<file path="src/rtl/fixed_predictor_if.sv">
// Sample stream between the residual decoder and the fixed-predictor reconstructor.
// The master drives config plus residuals; the slave returns reconstructed PCM.
interface fixed_predictor_if #(parameter int DATA_W = 16);
   logic                     enable;
   logic [2:0]               order;
   logic [15:0]              block_size;
   logic signed [DATA_W-1:0] data;
   logic                     valid;
   logic signed [DATA_W-1:0] sample;
   logic                     sample_valid;
   logic                     frame_done;
   logic                     error;

   modport master (
      output enable, order, block_size, data, valid,
      input  sample, sample_valid, frame_done, error
   );
   modport slave (
      input  enable, order, block_size, data, valid,
      output sample, sample_valid, frame_done, error
   );
endinterface

</file>
<file path="src/rtl/fixed_predictor.sv">
// FLAC FIXED-subframe reconstructor: warm-up passthrough, then order 0..4 polynomial
// prediction plus residual, with a registered sample strobe and end-of-block pulse.
module fixed_predictor #(
   parameter int DATA_W = 16,
   parameter int ACC_W  = 20
) (
   input logic clk,
   input logic rst,
   fixed_predictor_if.slave bus
);
   typedef enum logic [1:0] {IDLE, WARMUP, PREDICT, DONE} state_t;

   state_t                   state;
   logic [2:0]               ord;
   logic [16:0]              blk;
   logic [16:0]              cnt;
   logic signed [DATA_W-1:0] h1, h2, h3, h4;

   logic signed [ACC_W-1:0]  e1, e2, e3, e4, pred, sum;
   logic signed [DATA_W-1:0] recon, shin;
   logic [16:0]              cnt_nx;
   logic                     last;

   always_comb begin
      e1   = ACC_W'(h1);
      e2   = ACC_W'(h2);
      e3   = ACC_W'(h3);
      e4   = ACC_W'(h4);
      pred = '0;
      case (ord)
         3'd1: pred = e1;
         3'd2: pred = (e1 <<< 1) - e2;
         3'd3: pred = (e1 <<< 1) + e1 - (e2 <<< 1) - e2 + e3;
         3'd4: pred = (e1 <<< 2) - (e2 <<< 2) - (e2 <<< 1) + (e3 <<< 2) - e4;
         default: pred = '0;
      endcase
      sum    = pred + ACC_W'($signed(bus.data));
      recon  = sum[DATA_W-1:0];
      // warm-up samples pass through; predicted ones feed the history with the wrapped output
      shin   = (state == PREDICT) ? recon : bus.data;
      cnt_nx = cnt + 17'd1;
      last   = (cnt_nx == blk);
   end

   always_ff @(posedge clk) begin
      if (rst) begin
         state            <= IDLE;
         ord              <= '0;
         blk              <= '0;
         cnt              <= '0;
         h1               <= '0;
         h2               <= '0;
         h3               <= '0;
         h4               <= '0;
         bus.sample       <= '0;
         bus.sample_valid <= 1'b0;
         bus.frame_done   <= 1'b0;
         bus.error        <= 1'b0;
      end else begin
         bus.sample_valid <= 1'b0;
         bus.frame_done   <= 1'b0;
         if (!bus.enable) begin
            state <= IDLE;
         end else begin
            case (state)
               IDLE: begin
                  ord <= bus.order;
                  blk <= (bus.block_size == 16'd0) ? 17'h10000 : {1'b0, bus.block_size};
                  cnt <= '0;
                  h1  <= '0;
                  h2  <= '0;
                  h3  <= '0;
                  h4  <= '0;
                  if (bus.order > 3'd4) begin
                     state     <= DONE;
                     bus.error <= 1'b1;
                  end else if (bus.order == 3'd0) begin
                     state <= PREDICT;
                  end else begin
                     state <= WARMUP;
                  end
               end
               WARMUP, PREDICT: begin
                  if (bus.valid) begin
                     bus.sample       <= shin;
                     bus.sample_valid <= 1'b1;
                     h4  <= h3;
                     h3  <= h2;
                     h2  <= h1;
                     h1  <= shin;
                     cnt <= cnt_nx;
                     // a block shorter than the order ends inside warm-up
                     if (last) begin
                        bus.frame_done <= 1'b1;
                        state          <= DONE;
                     end else if (state == WARMUP && cnt_nx == {14'd0, ord}) begin
                        state <= PREDICT;
                     end
                  end
               end
               DONE: state <= DONE;
               default: state <= IDLE;
            endcase
         end
      end
   end
endmodule
</file>
<file path="src/flat_wrapper.sv">
// flat-port wrapper written by rule: the top's interface ports become plain ports
module fixed_predictor_flat 
#(
   parameter int DATA_W = 16,
   parameter int ACC_W  = 20
)
  (clk, rst, bus_enable, bus_order, bus_block_size, bus_data, bus_valid, bus_sample, bus_sample_valid, bus_frame_done, bus_error);
  fixed_predictor_if #(.DATA_W(DATA_W)) bus_i ();
  input logic clk;
  input logic rst;
  input wire logic [$bits(bus_i.enable)-1:0] bus_enable;
  input wire logic [$bits(bus_i.order)-1:0] bus_order;
  input wire logic [$bits(bus_i.block_size)-1:0] bus_block_size;
  input wire logic [$bits(bus_i.data)-1:0] bus_data;
  input wire logic [$bits(bus_i.valid)-1:0] bus_valid;
  output wire logic [$bits(bus_i.sample)-1:0] bus_sample;
  output wire logic [$bits(bus_i.sample_valid)-1:0] bus_sample_valid;
  output wire logic [$bits(bus_i.frame_done)-1:0] bus_frame_done;
  output wire logic [$bits(bus_i.error)-1:0] bus_error;
  assign bus_i.enable = bus_enable;
  assign bus_i.order = bus_order;
  assign bus_i.block_size = bus_block_size;
  assign bus_i.data = bus_data;
  assign bus_i.valid = bus_valid;
  assign bus_sample = bus_i.sample;
  assign bus_sample_valid = bus_i.sample_valid;
  assign bus_frame_done = bus_i.frame_done;
  assign bus_error = bus_i.error;
  fixed_predictor #(.DATA_W(DATA_W), .ACC_W(ACC_W)) u_core (.clk(clk), .rst(rst), .bus(bus_i));
endmodule
</file>
<file path="config.mk">
export PLATFORM = sky130hd
export DESIGN_NAME = fixed_predictor_flat
export DESIGN_NICKNAME = d
export VERILOG_FILES = /design/src/rtl/fixed_predictor_if.sv /design/src/rtl/fixed_predictor.sv /design/src/flat_wrapper.sv
export SDC_FILE = /design/constraint.sdc
export NUM_CORES = 1
export LEC_CHECK = 0
export ABC_CLOCK_PERIOD_IN_PS = 7840
export CAP_MARGIN = 10
export CORE_MARGIN = 2
export CORE_UTILIZATION = 62
export CTS_CLUSTER_SIZE = 40
export DETAILED_ROUTE_END_ITERATION = 16
export PLACE_DENSITY = 0.82
export SKIP_LAST_GASP = 1
export SYNTH_ARGS = -nofsm -noshare
export SYNTH_HDL_FRONTEND = slang
export SYNTH_SLANG_ARGS = --single-unit
</file>
<file path="constraint.sdc">
create_clock -name clk -period 7.84 [get_ports clk]
set_clock_uncertainty 0.05 [all_clocks]
set_input_delay 1.96 -clock clk [delete_from_list [all_inputs] [get_ports clk]]
set_output_delay 1.96 -clock clk [all_outputs]
set_load 0.01 [all_outputs]
</file>
**Word level (Yosys, flattened, before mapping)**

Index checks and enable logic that the tools add are counted.

- Word-level logic and storage cells: 73
- Register bits after elaboration: 122
- Output and inout port bits: 19

- Order comparisons: 1
- Reduce and logical (&&, ||, !) cells: 14
- Bitwise gates (word level): 3
- Mux-type cells: 21
- Add/subtract/negate cells: 11
- Equal/unequal tests: 11

Operators by type and width:

| operator | number |
|---|---|
| $pmux W16 S2 | 4 |
| $sub A16 B16 Y16 | 6 |
| $mux W16 | 5 |
| $add A16 B16 Y16 | 4 |
| $pmux W16 S4 | 1 |
| $mux W17 | 2 |
| $pmux W17 S2 | 1 |
| $add A17 B1 Y17 const B | 1 |
| $eq A17 B17 Y1 | 1 |
| $eq A17 B3 Y1 | 1 |
| $logic_not A16 Y1 | 1 |
| $mux W2 | 5 |
| $reduce_and A3 Y1 | 3 |
| $eq A3 B2 Y1 const B | 2 |
| $pmux W2 S3 | 1 |
| $eq A2 B2 Y1 const B | 2 |
| $reduce_and A2 Y1 | 2 |
| $reduce_or A2 Y1 | 2 |
| $reduce_or A4 Y1 | 1 |
| $eq A3 B1 Y1 const B | 1 |
| $eq A3 B3 Y1 const B | 1 |
| $gt A3 B3 Y1 const B | 1 |
| $logic_not A3 Y1 | 1 |
| $ne A3 B1 Y1 const B | 1 |
| 8 further kinds | 11 |

**Depth between registers and ports, before layout**

Gate-level depths: netlist (run 1).

- Depth in word-level cells: 9
- Gate-level depth with buffers: 27
- Gate-level depth less buffers: 27

**Least setup slack after synthesis (run 1)**

OpenSTA, ideal clock, no wires.

- Path kind: register -> register
- Start: reg u_core.h3[2]
- End: reg u_core.bus.sample[14]
- Path slack: 2.089 ns
- Arrival: 5.631 ns
- Setup time: 0.070 ns
- Path buffers: 0
- Stages on the path, launching flop included: 25
- Period minus slack after synthesis: 5.751 ns
- Cells stage by stage: dfxtp_1 inv_1 fa_1 inv_1 fa_1 inv_1 fa_1 inv_1 fa_1 a211o_1 a211oi_1 nor2_1 o21ai_0 nand2b_1 xor2_1 mux2i_1 o22ai_1 a31o_2 ha_1 and3_1 a2111o_1 a41oi_1 mux2i_1 o21ai_0 a21oi_1

- Word-level cells in the longest chain between the ends: 5
- Elaborated cells between the ends (all ways): 6
- Those cells by class: add/sub (4); mux (2)

Ends and longest elaborated chain:

| item | line | source |
|---|---|---|
| from (decl) | fixed_predictor.sv:17 | `logic signed [DATA_W-1:0] h1, h2, h3, h4;` |
| from (signal assigned) | fixed_predictor.sv:53 | `h3 <= '0;` |
| from (signal assigned) | fixed_predictor.sv:72 | `h3 <= '0;` |
| from (signal assigned) | fixed_predictor.sv:88 | `h3 <= h2;` |
| $add A16 B16 Y16 | fixed_predictor.sv:34 | `3'd4: pred = (e1 <<< 2) - (e2 <<< 2) - (e2 <<< 1) + (e3 <<< 2) - e4;` |
| $sub A16 B16 Y16 | fixed_predictor.sv:34 |  |
| $pmux W16 S4 * | fixed_predictor.sv:30 | `case (ord)` |
| $add A16 B16 Y16 * | fixed_predictor.sv:37 | `sum = pred + ACC_W'($signed(bus.data));` |
| $mux W16 * | fixed_predictor.sv:40 | `shin = (state == PREDICT) ? recon : bus.data;` |
| to (signal assigned) | fixed_predictor.sv:85 | `bus.sample <= shin;` |
| to (decl) | fixed_predictor_if.sv:20 | `output sample, sample_valid, frame_done, error` |

Every way passes the cells marked *; elsewhere a longest branch is shown, timed or not.
A chain may end at the register's enable or synchronous reset.

**Worst setup path after layout (run 1)**

- Start: reg u_core.h3[2]
- End: reg u_core.h1[15]

- Word-level cells in the longest chain between the ends: 7
- Elaborated cells between the ends (all ways): 8
- Those cells by class: add/sub (4); mux (4)

Ends and longest elaborated chain:

| item | line | source |
|---|---|---|
| $add A16 B16 Y16 | fixed_predictor.sv:34 |  |
| $sub A16 B16 Y16 | fixed_predictor.sv:34 |  |
| $pmux W16 S4 * | fixed_predictor.sv:30 |  |
| $add A16 B16 Y16 * | fixed_predictor.sv:37 |  |
| $mux W16 * | fixed_predictor.sv:40 |  |
| $mux W16 * | fixed_predictor.sv:84 | `if (bus.valid) begin` |
| $pmux W16 S2 * | fixed_predictor.sv:65 | `case (state)` |
| to (signal assigned) | fixed_predictor.sv:90 | `h1 <= shin;` |
| to (decl) | fixed_predictor.sv:17 |  |

Every way passes the cells marked *; elsewhere a longest branch is shown, timed or not. The select of a mux whose other input is x is not followed.

==> results of run 1 <==
kinds of logic (layout without fill, tap and decap cells):
logic type | count (synthesis) | in the layout | share of synthesized area
xor gates and xnor gates | 86 | 86 | 0.0812
muxes | 18 | 18 | 0.0191
DFF | 122 | 122 | 0.237
AOI/OAI and AO/OA | 284 | 284 | 0.173
and+or+nand+nor | 323 | 323 | 0.153
buffers and inverters | 237 | 287 | 0.0868
adders and majority gates | 155 | 155 | 0.249
cell usage in the layout (no fill, tap or decap), types with 19 or more instances in the layout:
cell type,netlist,final
xnor2_1,61,61
nand3_1,21,21
dfxtp_1,122,122
inv_1,191,191
nor3_1,19,19
o21ai_0,70,70
fa_1,84,84
nand2_1,130,130
nor2_1,72,72
clkdlybuf4s50_1,0,56
ha_1,71,71
xor2_1,19,19
a21oi_1,92,91
a22oi_1,32,32
layout make-up:
class	count	share of cell area
multi-input cells	866	0.601
flip-flops and latches	122	0.210
repair buffers	64	0.0533
inverters	191	0.0618
well taps	220	0.0237
clock buffers	18	0.0378
clock inverters	14	0.0118
worst min-delay path, cell delays in order, from the launching register on:
cell and delay, ns:
dfxtp_1 0.32, nand2_1 0.05, o21ai_0 0.05
registers in the layout, summed over array words and instances (netlist names):
name / flops
u_core.bus.error: 1
u_core.h3: 16
u_core.ord: 3
u_core.bus.sample: 16
u_core.cnt: 17
u_core.h2: 16
u_core.state: 2
u_core.bus.sample_valid: 1
u_core.h1: 16
u_core.h4: 16
u_core.blk: 17
u_core.bus.frame_done: 1
power by group through the flow:
stage	sequential [uW]	combinational, uW	clock, uW
after floorplan	672	535	0
after global placement	681	694	0
after detailed placement	681	704	0
after CTS	668	715	786
after global routing	670	800	816
final	668	732	779
synthesized netlist by cell type (3+ instances only):
library cell and instances:
o21a_1 4, or2_2 7, nor2b_1 10, a41oi_1 3
o31ai_1 3, a21o_1 17, nand2_1 130, a222oi_1 3
and4_1 3, clkbuf_1 36, a31oi_1 5, ha_1 71
nand3_1 21, mux2_2 13, dfxtp_1 122, nand4_1 6
fa_1 84, nor3_1 19, inv_1 191, a21oi_1 92
nor2_1 72, xor2_1 19, mux2i_1 5, o21bai_1 4
nor4_1 6, nand2b_1 9, xnor2_1 61, o2111a_1 4
a211oi_1 6, buf_2 4, buf_1 6, nor4_2 3
xnor3_1 5, o22ai_1 5, a211o_1 5, a22o_1 7
o211ai_1 8, a22oi_1 32, and3_1 11, or3_1 7
o21ai_0 70
routing by layer:
layer | vias to the layer above | part of all wire | track usage
met1 | 4215 | 0.42 | 0.376
met4 | 0 | 0.031 | 0.121
met5 | - | 0 | 0
met2 | 273 | 0.49 | 0.519
met3 | 66 | 0.054 | 0.0548
li1 | 4170 | - | -
per-stage QoR:
stage               instances  area (um^2)
finish                   1495        11600
global placement         1462        11000
floorplan                1225        10300
CTS                      1494        11600
global route             1495        11600
detailed placement       1462        11000
path summary, 6_finish.rpt:
kind,from,endpoint,slack [ns],depth (start not counted)
hold reg to reg,u_core.h4[10]$_SDFFE_PP0P_,u_core.h4[10]$_SDFFE_PP0P_,0.40,2
hold / removal,u_core.h4[10]$_SDFFE_PP0P_,u_core.h4[10]$_SDFFE_PP0P_,0.40,2
setup reg to reg,u_core.h3[2]$_SDFFE_PP0P_,u_core.h1[15]$_SDFFE_PP0P_,1.27,25
setup / recovery,u_core.h3[2]$_SDFFE_PP0P_,u_core.h1[15]$_SDFFE_PP0P_,1.27,25
==> results.py, run 1 <==
metrics = {
    "synthesis": {
        "postSynthAreaPerCell_um2": 8.41,
        "synth_edf_count": 0,
        "ys_warn_count": 0,
        "yosysTopAreaCellShare": 0.237,
        "netlist_area_um2": 10300,
        "synth-seq-cells": 122,
        "syn_inst": 1225,
        "synth_nets": 1419,
        "synth_flop_cell": "dfxtp_1",
        "synth_cell_type_count": 69,
        "ys_seq_area_frac": 0.237,
        "yosys.area.top_type": "dfxtp_1",
        "synth_area_leaders": "dfxtp_1 24%, fa_1 16%, ha_1 8.6%",
        "synthArstFlopShare": 0,
    },
    "route": {
        "drtAntennaViolNets": 0,
        "num_vias": 8724,
        "wl_per_cell_um": 17.1,
        "dr.pass1.iters": 6,
        "drt-initial-drc-count": 679,
        "drc_errors": 0,
        "vias_per_cell": 5.84,
        "drt-total-wl_mm": 25.5,
    },
    "min_path": {
        "hold_class": "register to register",
    },
    "cts": {
        "hold_buffers": 0,
        "htreeDepth": 4,
        "cts_resized": 0,
        "clockRootBuffer": "clkbuf_16",
        "numCtsBuffers": 17,
        "clkSinkCount": 122,
        "ctsLongestPathBuffers": 2,
        "post_cts_buffers": 0,
        "clk_pin_slew_ns": 0.06,
        "cts_tree": "yes",
        "clk_latency_ns": 0.44,
    },
    "power": {
        "p_total_uw": 2180,
        "swShare": 0.356,
        "power.internal_uw": 1400,
        "p_clk_frac": 0.358,
        "p_seq_frac": 0.307,
        "cellLeakagePower_uw": 0.00486,
        "power.density_nw_per_um2": 188,
        "ir_drop_v": 0.000192,
        "switching_power_uw": 775,
        "p_comb_frac": 0.336,
    },
    "critical_path": {
        "crit_required_ns": 8.10,
        "crit_fanout": 5,
        "critPathLaunchType": "register",
        "endpoint_kind": "register",
        "path_buf_inv": 4,
        "path_class": "register to register",
        "slowest_stage": "fa_1",
        "crit_family": "adder cells",
        "max_stage_delay_ns": 0.57,
        "critPathArrivalTime_ns": 6.83,
    },
    "timing": {
        "slew_violations": 0,
        "rsz0062_at_grt": "false",
        "hold_ws_ns": 0.402,
        "setup_viol": 0,
        "relSlewSlack": 0.185,
        "min_period_ns": 6.57,
        "finalCritPeriodShare": 0.838,
        "tightestPinTransition_ns": 1.21,
        "fmax_ghz": 0.152,
        "timing.final.ws_setup_ns": 1.27,
        "setup_tns_ns": 0,
        "hold_violations": 0,
    },
    "outcome": {
        "status": "completed",
    },
    "grt": {
        "grt_pass1_wl_mm": 42.6,
        "grt_overflow_total": 0,
        "antenna_found_initial": 0,
        "grt_pass1_vias": 8825,
        "grt_max_degree": 70,
        "grt.total_usage": 0.302,
    },
    "floorplanning": {
        "dieArea_um2": 17700,
        "ios": 58,
        "die_height_um": 133,
        "die_w_um": 133,
        "row_count": 47,
        "initial_utilization": 0.628,
        "design.core.area_um2": 16400,
    },
    "cells_and_area": {
        "fin_util": 0.707,
        "diodes": 0,
        "fill_cells": 1282,
        "syn2layout_area_growth_pct": 12.6,
        "nets": 1456,
        "multi_input_area_um2": 6980,
        "regArea_um2": 2440,
        "layout-drive-gt1-share": 0.0627,
    },
    "placement": {
        "hpwl_mm": 19.1,
        "port_buffers": 57,
        "place_congestion": 0.907,
        "place_ws_ns": 1.56,
    },
    "flow_run": {
        "maxCapViolations": 0,
    },
}
(Power assumes the default switching activity.)
==> run 2, diff against run 1 <==
--- a/config.mk
+++ b/config.mk
@@ -5,7 +5,7 @@
 export SDC_FILE = /design/constraint.sdc
 export NUM_CORES = 1
 export LEC_CHECK = 0
-export ABC_CLOCK_PERIOD_IN_PS = 7840
+export ABC_CLOCK_PERIOD_IN_PS = 6800
 export CAP_MARGIN = 10
 export CORE_MARGIN = 2
 export CORE_UTILIZATION = 62
==> constraint.sdc (replaced) <==
create_clock -name clk -period 6.8 [get_ports clk]
set_clock_uncertainty 0.05 [all_clocks]
set_input_delay 1.7 -clock clk [delete_from_list [all_inputs] [get_ports clk]]
set_output_delay 1.7 -clock clk [all_outputs]
set_load 0.01 [all_outputs]
==> run 2 against run 1 <==
Setup slack worse by 0.88 ns. Design area is 0.16% higher. Worst hold slack better by 0.0044 ns. Die area stayed put. Critical path depth is 1 higher. First-iteration DRC count is 2.8% higher. Critical path type unchanged. Highest routed layer unchanged.
==> results.py, run 2 (synthesis results as in run 1) <==
metrics = {
    "floorplanning": {
        "row_count": 47,
        "ios": 58,
        "die_w_um": 133,
        "initial_utilization": 0.628,
        "design.core.area_um2": 16400,
        "dieArea_um2": 17700,
        "die_height_um": 133,
    },
    "placement": {
        "place_congestion": 0.906,
        "place_ws_ns": 0.522,
        "port_buffers": 57,
        "placed_cells": 1462,
        "placed_area_um2": 11000,
        "hpwl_mm": 19.2,
    },
    "critical_path": {
        "cp_common_cell": "inv_1",
        "path_class": "register to register",
        "crit_required_ns": 7.06,
        "endpoint_kind": "register",
        "crit_fanout": 6,
        "critPathArrivalTime_ns": 6.67,
        "max_stage_delay_ns": 0.52,
        "critPathLaunchType": "register",
        "slowest_stage": "fa_1",
    },
    "route": {
        "num_vias": 8723,
        "wl_per_cell_um": 17.1,
        "vias_per_cell": 5.84,
        "drt-total-wl_mm": 25.5,
        "drt-initial-drc-count": 698,
        "drc_errors": 0,
        "drtAntennaViolNets": 0,
        "dr.pass1.iters": 6,
    },
    "cts": {
        "ctsLongestPathBuffers": 2,
        "hold_buffers": 0,
        "clkSinkCount": 122,
        "cts_tree": "yes",
        "htreeDepth": 4,
        "cts_resized": 0,
        "clockRootBuffer": "clkbuf_16",
        "numCtsBuffers": 17,
        "post_cts_buffers": 0,
        "clk_pin_slew_ns": 0.06,
        "clk_latency_ns": 0.43,
    },
    "cells_and_area": {
        "fill_cells": 1238,
        "instances_no_fill": 1494,
        "layout-drive-gt1-share": 0.0620,
        "reg_top3": "u_core.blk (17), u_core.cnt (17)",
        "mostFrequentLayoutCell": "inv_1",
        "nets": 1455,
        "layout_common_cells": "191 x inv_1, 130 x nand2_1, 122 x dfxtp_1, 91 x a21oi_1, 84 x fa_1",
        "diodes": 0,
        "syn2layout_area_growth_pct": 12.8,
        "final_area_um2": 11600,
    },
    "timing": {
        "fmax_ghz": 0.156,
        "finalCritPeriodShare": 0.943,
        "relSlewSlack": 0.149,
        "timing.final.ws_setup_ns": 0.389,
        "min_period_ns": 6.41,
        "hold_violations": 0,
        "rsz0062_at_grt": "false",
        "slew_violations": 0,
        "setup_tns_ns": 0,
        "tightestPinTransition_ns": 1.26,
        "setup_viol": 0,
    },
    "power": {
        "power.internal_uw": 1650,
        "p_seq_frac": 0.301,
        "switching_power_uw": 904,
        "power.density_nw_per_um2": 220,
        "cellLeakagePower_uw": 0.00488,
        "p_clk_frac": 0.370,
        "p_comb_frac": 0.329,
        "ir_drop_v": 0.000224,
        "swShare": 0.354,
    },
    "flow_run": {
        "maxCapViolations": 0,
    },
    "grt": {
        "grt_max_degree": 69,
        "grt_pass1_wl_mm": 42.7,
        "grt_most_used_layer": "met2",
        "use_met3": 0.0529,
        "grt.total_usage": 0.302,
        "grt_pass1_vias": 8761,
        "grtUsageMet2": 0.516,
        "antenna_found_initial": 0,
        "grt_overflow_total": 0,
        "gr-usage-met1": 0.385,
    },
    "min_path": {
        "hold_class": "register to register",
    },
    "outcome": {
        "status": "completed",
    },
}
==> run 2: cell count changes in the layout (fill, tap and decap cells not counted) <==
cell,delta
inv_6,+2
inv_8,+2
bufinv_16,+1
clkbuf_8,-1
clkinvlp_4,-4
buf_4,-1
==> run 2: worst max-delay path: cells and delay by family (launching register included) <==
family                     cells  cell delay (ns)
adders and majority gates      6             2.28
and+or+nand+nor                5             0.65
DFF                            1             0.50
buffers and inverters          4             0.31
xor gates and xnor gates       1             0.17
AOI/OAI and AO/OA             10             2.32
==> run 2: power by group through the flow <==
stage	combinational, uW	sequential, uW	clock [uW]
after floorplan	617	775	0
after global placement	801	785	0
after detailed placement	810	785	0
after CTS	825	769	952
after global routing	917	772	985
final	841	770	947
==> run 2: layout make-up <==
| type | instances | area, um^2 | share of cell area |
|---|---|---|---|
| tap | 220 | 275 | 0.0237 |
| inverter | 191 | 717 | 0.0617 |
| multi-input combinational | 866 | 6980 | 0.600 |
| clock buffer | 17 | 425 | 0.0366 |
| clock inverter | 15 | 176 | 0.0152 |
| sequential | 122 | 2440 | 0.210 |
| timing repair buffer | 63 | 611 | 0.0525 |
==> run 2: stage by stage <==
step                hold slack (ns)   util  total power [uW]
finish                        0.407  0.709              2560
global route                  0.419  0.709              2670
CTS                           0.408  0.709              2550
detailed placement            0.391  0.672              1590
global placement              0.387  0.672              1590
floorplan                     0.375      -              1390
==> run 2: final timing paths <==
path / startpoint / slack (ns) / cells after the start / end
worst max-delay path: u_core.h2[1]$_SDFFE_PP0P_ / 0.39 / 26 / u_core.h1[15]$_SDFFE_PP0P_
worst min-delay path: u_core.bus.sample[12]$_SDFFE_PP0P_ / 0.41 / 1 / u_core.bus.sample[12]$_SDFFE_PP0P_
worst max register to register: u_core.h2[1]$_SDFFE_PP0P_ / 0.39 / 26 / u_core.h1[15]$_SDFFE_PP0P_
worst min register to register: u_core.bus.sample[12]$_SDFFE_PP0P_ / 0.41 / 1 / u_core.bus.sample[12]$_SDFFE_PP0P_
==> run 2: per-layer routing <==
metal | part of all wire | vias up | wire length, um
li1 | - | 4164 | -
met1 | 0.41 | 4193 | 10600
met2 | 0.50 | 291 | 12700
met3 | 0.059 | 75 | 1500
met4 | 0.031 | 0 | 786
met5 | 0 | - | 0
